File: src/rtl/alu_pipe.sv
// alu_pipe - two-stage pipelined ALU with valid/ready handshakes, an
// internal accumulator and a sticky accumulator-overflow flag.
//
// Ports:
//   clk        rising-edge clock
//   rst_n      asynchronous active-low reset
//   in_valid   operand/opcode present
//   in_ready   block can accept this cycle (= !out_valid || out_ready)
//   op[2:0]    000/011 ADD, 001 OR, 010 SUB, 100 AND, 101 XOR, 110 ACC, 111 CLR
//   a, b       unsigned operands, WIDTH bits (b ignored by ACC/CLR)
//   out_valid  result present
//   out_ready  consumer accepts result
//   result     WIDTH+1 bit result (bit WIDTH = carry / borrow)
//   acc_ovf    sticky accumulator overflow, cleared by CLR or reset
module alu_pipe #(
  parameter int WIDTH = 4
) (
  input  logic             clk,
  input  logic             rst_n,
  input  logic             in_valid,
  output logic             in_ready,
  input  logic [2:0]       op,
  input  logic [WIDTH-1:0] a,
  input  logic [WIDTH-1:0] b,
  output logic             out_valid,
  input  logic             out_ready,
  output logic [WIDTH:0]   result,
  output logic             acc_ovf
);

  typedef enum logic [2:0] {
    OP_ADD  = 3'b000,
    OP_OR   = 3'b001,
    OP_SUB  = 3'b010,
    OP_ADD2 = 3'b011,
    OP_AND  = 3'b100,
    OP_XOR  = 3'b101,
    OP_ACC  = 3'b110,
    OP_CLR  = 3'b111
  } op_e;

  logic             r_s1_valid;
  op_e              r_s1_op;
  logic [WIDTH-1:0] r_s1_a;
  logic [WIDTH-1:0] r_s1_b;
  logic [WIDTH:0]   r_acc;

  logic             w_advance;
  logic [WIDTH:0]   w_result;
  logic [WIDTH:0]   w_acc_next;
  logic             w_ovf_next;
  logic [WIDTH+1:0] w_acc_sum;

  // Both stages shift together whenever the output slot is free or being
  // consumed; there is no skid buffer, so in_ready is exactly this term.
  assign w_advance = !out_valid || out_ready;
  assign in_ready  = w_advance;

  // One extra bit keeps the carry out of bit WIDTH for overflow detection.
  assign w_acc_sum = {1'b0, r_acc} + {2'b00, r_s1_a};

  always_comb begin
    w_result   = '0;
    w_acc_next = r_acc;
    w_ovf_next = acc_ovf;
    unique case (r_s1_op)
      OP_ADD, OP_ADD2: w_result = {1'b0, r_s1_a} + {1'b0, r_s1_b};
      OP_OR:           w_result = {1'b0, r_s1_a | r_s1_b};
      // Mod 2^(WIDTH+1) subtraction leaves bit WIDTH set exactly on borrow.
      OP_SUB:          w_result = {1'b0, r_s1_a} - {1'b0, r_s1_b};
      OP_AND:          w_result = {1'b0, r_s1_a & r_s1_b};
      OP_XOR:          w_result = {1'b0, r_s1_a ^ r_s1_b};
      OP_ACC: begin
        w_acc_next = w_acc_sum[WIDTH:0];
        w_ovf_next = acc_ovf | w_acc_sum[WIDTH+1];
        w_result   = w_acc_sum[WIDTH:0];
      end
      OP_CLR: begin
        w_acc_next = '0;
        w_ovf_next = 1'b0;
        w_result   = '0;
      end
      default: w_result = '0;
    endcase
  end

  // Stage 1: capture the operands on accept; a shift without accept
  // leaves a bubble behind.
  always_ff @(posedge clk or negedge rst_n) begin
    if (!rst_n) begin
      r_s1_valid <= 1'b0;
      r_s1_op    <= OP_ADD;
      r_s1_a     <= '0;
      r_s1_b     <= '0;
    end else if (w_advance) begin
      r_s1_valid <= in_valid;
      if (in_valid) begin
        r_s1_op <= op_e'(op);
        r_s1_a  <= a;
        r_s1_b  <= b;
      end
    end
  end

  // Stage 2: the only writer of result and the accumulator state. acc and
  // acc_ovf change only as a valid transaction moves out of stage 1, so
  // back-to-back ACC ops chain without a hazard.
  always_ff @(posedge clk or negedge rst_n) begin
    if (!rst_n) begin
      out_valid <= 1'b0;
      result    <= '0;
      r_acc     <= '0;
      acc_ovf   <= 1'b0;
    end else if (w_advance) begin
      out_valid <= r_s1_valid;
      if (r_s1_valid) begin
        result  <= w_result;
        r_acc   <= w_acc_next;
        acc_ovf <= w_ovf_next;
      end
    end
  end

endmodule

File: config.mk
export PLATFORM = sky130hd
export DESIGN_NAME = alu_pipe
export DESIGN_NICKNAME = d
export VERILOG_FILES = /design/src/rtl/alu_pipe.sv
export SDC_FILE = /design/constraint.sdc
export NUM_CORES = 1
export LEC_CHECK = 0
export ABC_AREA = 1
export CAP_MARGIN = 10
export CORE_ASPECT_RATIO = 1.5
export CORE_MARGIN = 2
export CORE_UTILIZATION = 55
export DETAILED_ROUTE_END_ITERATION = 10
export PLACE_DENSITY = 0.8
export SLEW_MARGIN = 20
export SYNTH_ARGS = -nofsm -noshare
export SYNTH_HDL_FRONTEND = slang
export SYNTH_SLANG_ARGS = --single-unit
export TNS_END_PERCENT = 1
File: constraint.sdc
create_clock -name clk -period 4.6 [get_ports clk]
set_clock_uncertainty 0.2 [all_clocks]
set_input_delay 1.38 -clock clk [delete_from_list [all_inputs] [get_ports clk]]
set_output_delay 1.38 -clock clk [all_outputs]
set_load 0.05 [all_outputs]
==> results by group, run 1 <==
Timing
  – Final max-slew violation count: 0
  – Fmax: 0.2556 GHz
  – # setup viols final: 0
  – Fin. Hold Viols: 0
  – Final period utilization: 85.05%
  – Setup TNS: 0 ps
  – Slew HR: 64.51%
  – RSZ-0062 raised after global routing: no
  – Worst Tran Pin Value: 532.4 ps
  – Final Critical Period: 3912 ps

Final layout
  – Commonest non-fill, non-tap cell in the layout: nand2_1
  – Most frequent cells in the layout: nand2_1 (40), inv_1 (29), nor2_1 (25), dfrtp_1 (24), clkdlybuf4s50_1 (20)
  – Post-Layout Cell Count: 271
  – Layout cells sized above 1: 7.759%
  – Fillers: roughly 250
  – Area growth, synth to finish: 18.07%
  – Ant diodes: 0
  – Nets: 267
  – Final Util: 67.49%
  – Final instance area: 0.001946 sq mm

Setup path
  – R2R setup slack: 2130 ps
  – Worst reg2reg path startpoint: r_s1_op[2]$_DFFE_PN0P_
  – Worst r2r dst: result[4]$_DFFE_PN0P_
  – R2r worst-path depth: 12
  – Critical Path AT: around 2300 ps
  – CP Data Required Time: about 3000 ps
  – Critical Path Sink Type: primary output
  – Crit-path max FO: 4
  – CP startpoint kind: input pin
  – WS Path Type: input pin to primary output

Logic synthesis
  – Post-Synth Adder-Cell Area: between 15 and 20%
  – Syn Nets: between 200 and 250
  – Simple-Gate Fraction of Synth Area: a little over a quarter
  – Seq cells post-synth: 24
  – Largest family of logic cells by synthesized area: simple AND/OR/NAND/NOR gates
  – Syn Inst Count: 210
  – Syn avg cell area: 7.847 sq um
  – Biggest area consumer among synthesized cells: dfrtp_1
  – Post-synthesis compound-gate area fraction: 8.960%
  – Synth top area cells: dfrtp_1 (36%), ha_1 (13%), nand2_1 (9.1%), inv_1 (6.6%), nor2_1 (5.7%)
  – Synthesized area: 0.001648 sq mm
  – Synth Area in XOR/XNOR: under 10%
  – Cell variety after synth: 25
  – Mux contribution to synthesized area: 0%
  – Post-synth top area share: 36.45%
  – Synthesis Warnings: 0
  – Sequential share of the synthesized area: 36.45%

Global route
  – Gr busiest metal: met2
  – Global-route track usage on met2: 42.62%
  – First-pass GRT wire length: 6127 um
  – Met3 GRT Util: 2.110%
  – GRT Resource Usage Total: 22.71%
  – Initial antenna violation count: 0
  – Vias in the first global route: 1465
  – Pin count of the biggest net entering global routing: 25
  – GRT overflow: 0
  – M1 GR Usage: 24.28%

Clocking
  – Reg clk slew, reported paths: 90 ps
  – Clock Latency Late Sink: 270 ps
  – CTS tree: done
  – CTS H-tree lvls: 1
  – Longest Clk Path Bufs: 2
  – Num CTS Buffers: 3
  – Clk root buf: clkbuf_8
  – Resized cells post-CTS: 0
  – Total clock sinks: 24
  – Post-CTS Hold Buffers: 0
  – Post-CTS setup buffers: 0

Placement
  – Placed cell count: 267
  – Final RePlAce weighted congestion: 0.8217
  – Area after DPL: 0.001879 sq mm
  – Dpl hpwl: 2618 um
  – Port-buffer cells: 22

Route
  – DRC Markers: 0
  – Drt pass-1 iters: 4
  – Final WL: 3346 um
  – Via-per-instance ratio: 5.155
  – WL per Instance: 12.35 um
  – Final antenna-violating net count: 0
  – Initial DRC count: 29
  – Vias post-DR: around 1400

Pwr
  – Net switching power: 0.0004453 W
  – Comb pwr share: 50.2%
  – Worst vdd ir: 0.0002678 V
  – P_int: 0.0005842 W
  – Clock share of power: 18.6%
  – Sw frac: 43.25%
  – Sequential Power Share: 31.2%
  – P_leak: 0.9827 nW
  – PwrDens: 529.1 mW/mm^2

Job
  – Max-cap violations: 0

Die
  – Die X: 48.69 um
  – Initial Util: around 57%
  – I/O Pins: 23
  – Die Ht: 71.04 um
  – Die area: 0.003459 sq mm
  – Core Area: 0.002883 sq mm
  – Rows: 24

Min path
  – Hold Crit Depth: 2
  – Hold Crit Start: result[4]$_DFFE_PN0P_
  – Worst min path class: flip-flop to flip-flop
  – Hold Path Sink: result[4]$_DFFE_PN0P_

Run status
  – Status: finished clean
==> synth_stat cells <==
master	count
buf_2	1
xor2_1	2
ha_1	17
xnor2_1	2
o21ai_0	8
nand3_2	1
fa_1	2
dfrtp_1	24
nor3_1	5
o22ai_1	2
nor2_1	25
nand4_1	2
a21oi_1	16
nand3_1	15
nand2_1	40
buf_6	2
nand2_4	1
nand3b_1	3
nand2_2	3
inv_1	29
buf_4	1
a21boi_1	1
nor2_4	3
inv_2	4
o31ai_1	1
==> flip-flops by register name, summed over array words and instances, names as in the netlist <==
signal and flops:
r_acc 5, acc_ovf 1, out_valid 1, result 5
r_s1_op 3, r_s1_b 4, r_s1_a 4, r_s1_valid 1
==> routing by layer <==
layer	up-vias	wire length [um]
met5	-	0
met4	0	146
met3	13	63
met2	33	1788
met1	635	1348
li1	716	-
==> metrics by stage <==
stage               total power, W  setup WS [ps]  hold WS, ps
finish                    0.001030          687.9        297.0
global route              0.001118          613.3        318.8
CTS                       0.001035          681.3        306.1
detailed placement       0.0008436          688.6        282.7
global placement         0.0008330          691.9        278.8
floorplan                0.0007070           1158        263.5
==> power by group through the flow <==
stage	registers, W	clock network (W)	logic [W]
floorplan	0.000405	0	0.000302
global placement	0.000325	0	0.000508
detailed placement	0.000326	0	0.000517
CTS	0.000322	0.000191	0.000522
global route	0.000330	0.000197	0.000591
finish	0.000321	0.000192	0.000517
==> cell families (layout without fill, tap and decap cells) <==
logic type,count (synthesis),count (layout)
buf+inv,37,59
simple gates,98,98
flops,24,24
compound gates,28,28
fa+ha+maj,19,19
xor+xnor,4,4
==> worst max-delay path by stage <==
stage,start,to,slack (ps),depth (start not counted)
3_3_place_gp,out_ready,in_ready,690,4
2_1_floorplan,out_ready,in_ready,1160,2
3_5_place_dp,out_ready,in_ready,690,4
4_1_cts,out_ready,in_ready,680,4
6_report,out_ready,in_ready,690,4
5_1_grt,out_ready,in_ready,610,4
==> cell type report <==
class | count | area, sq um | share of cell area, %
clock buffers | 3 | 41.29 | 2.122
clock inverters | 1 | 30.03 | 1.543
inverters | 33 | 123.9 | 6.367
multi-input cells | 149 | 888.4 | 45.66
flip-flops and latches | 24 | 600.6 | 30.87
well taps | 39 | 48.80 | 2.508
repair buffers | 22 | 212.7 | 10.93
==> worst max-delay path: stages <==
cell and delay (ps):
clkdlybuf4s50_1 400, nor2_1 220, inv_1 130, buf_4 210
Power figures use the tool's default switching activity.
==> run 2, diff against run 1 <==
CTS_CLUSTER_DIAMETER = 30   (was not set)
==> results of run 2 <==
The final DEF is identical to that of run 1; final timing and power are the same.
==> run 3, diff against run 2 <==
MAX_ROUTING_LAYER = met4   (was not set)
==> results of run 3 <==
The final DEF is identical to that of run 1; final timing and power are the same.
Among the figures that moved: final weighted congestion in routability-driven placement 0.8217 -> 0.8340; overall routing resource usage 22.71% -> 23.40%
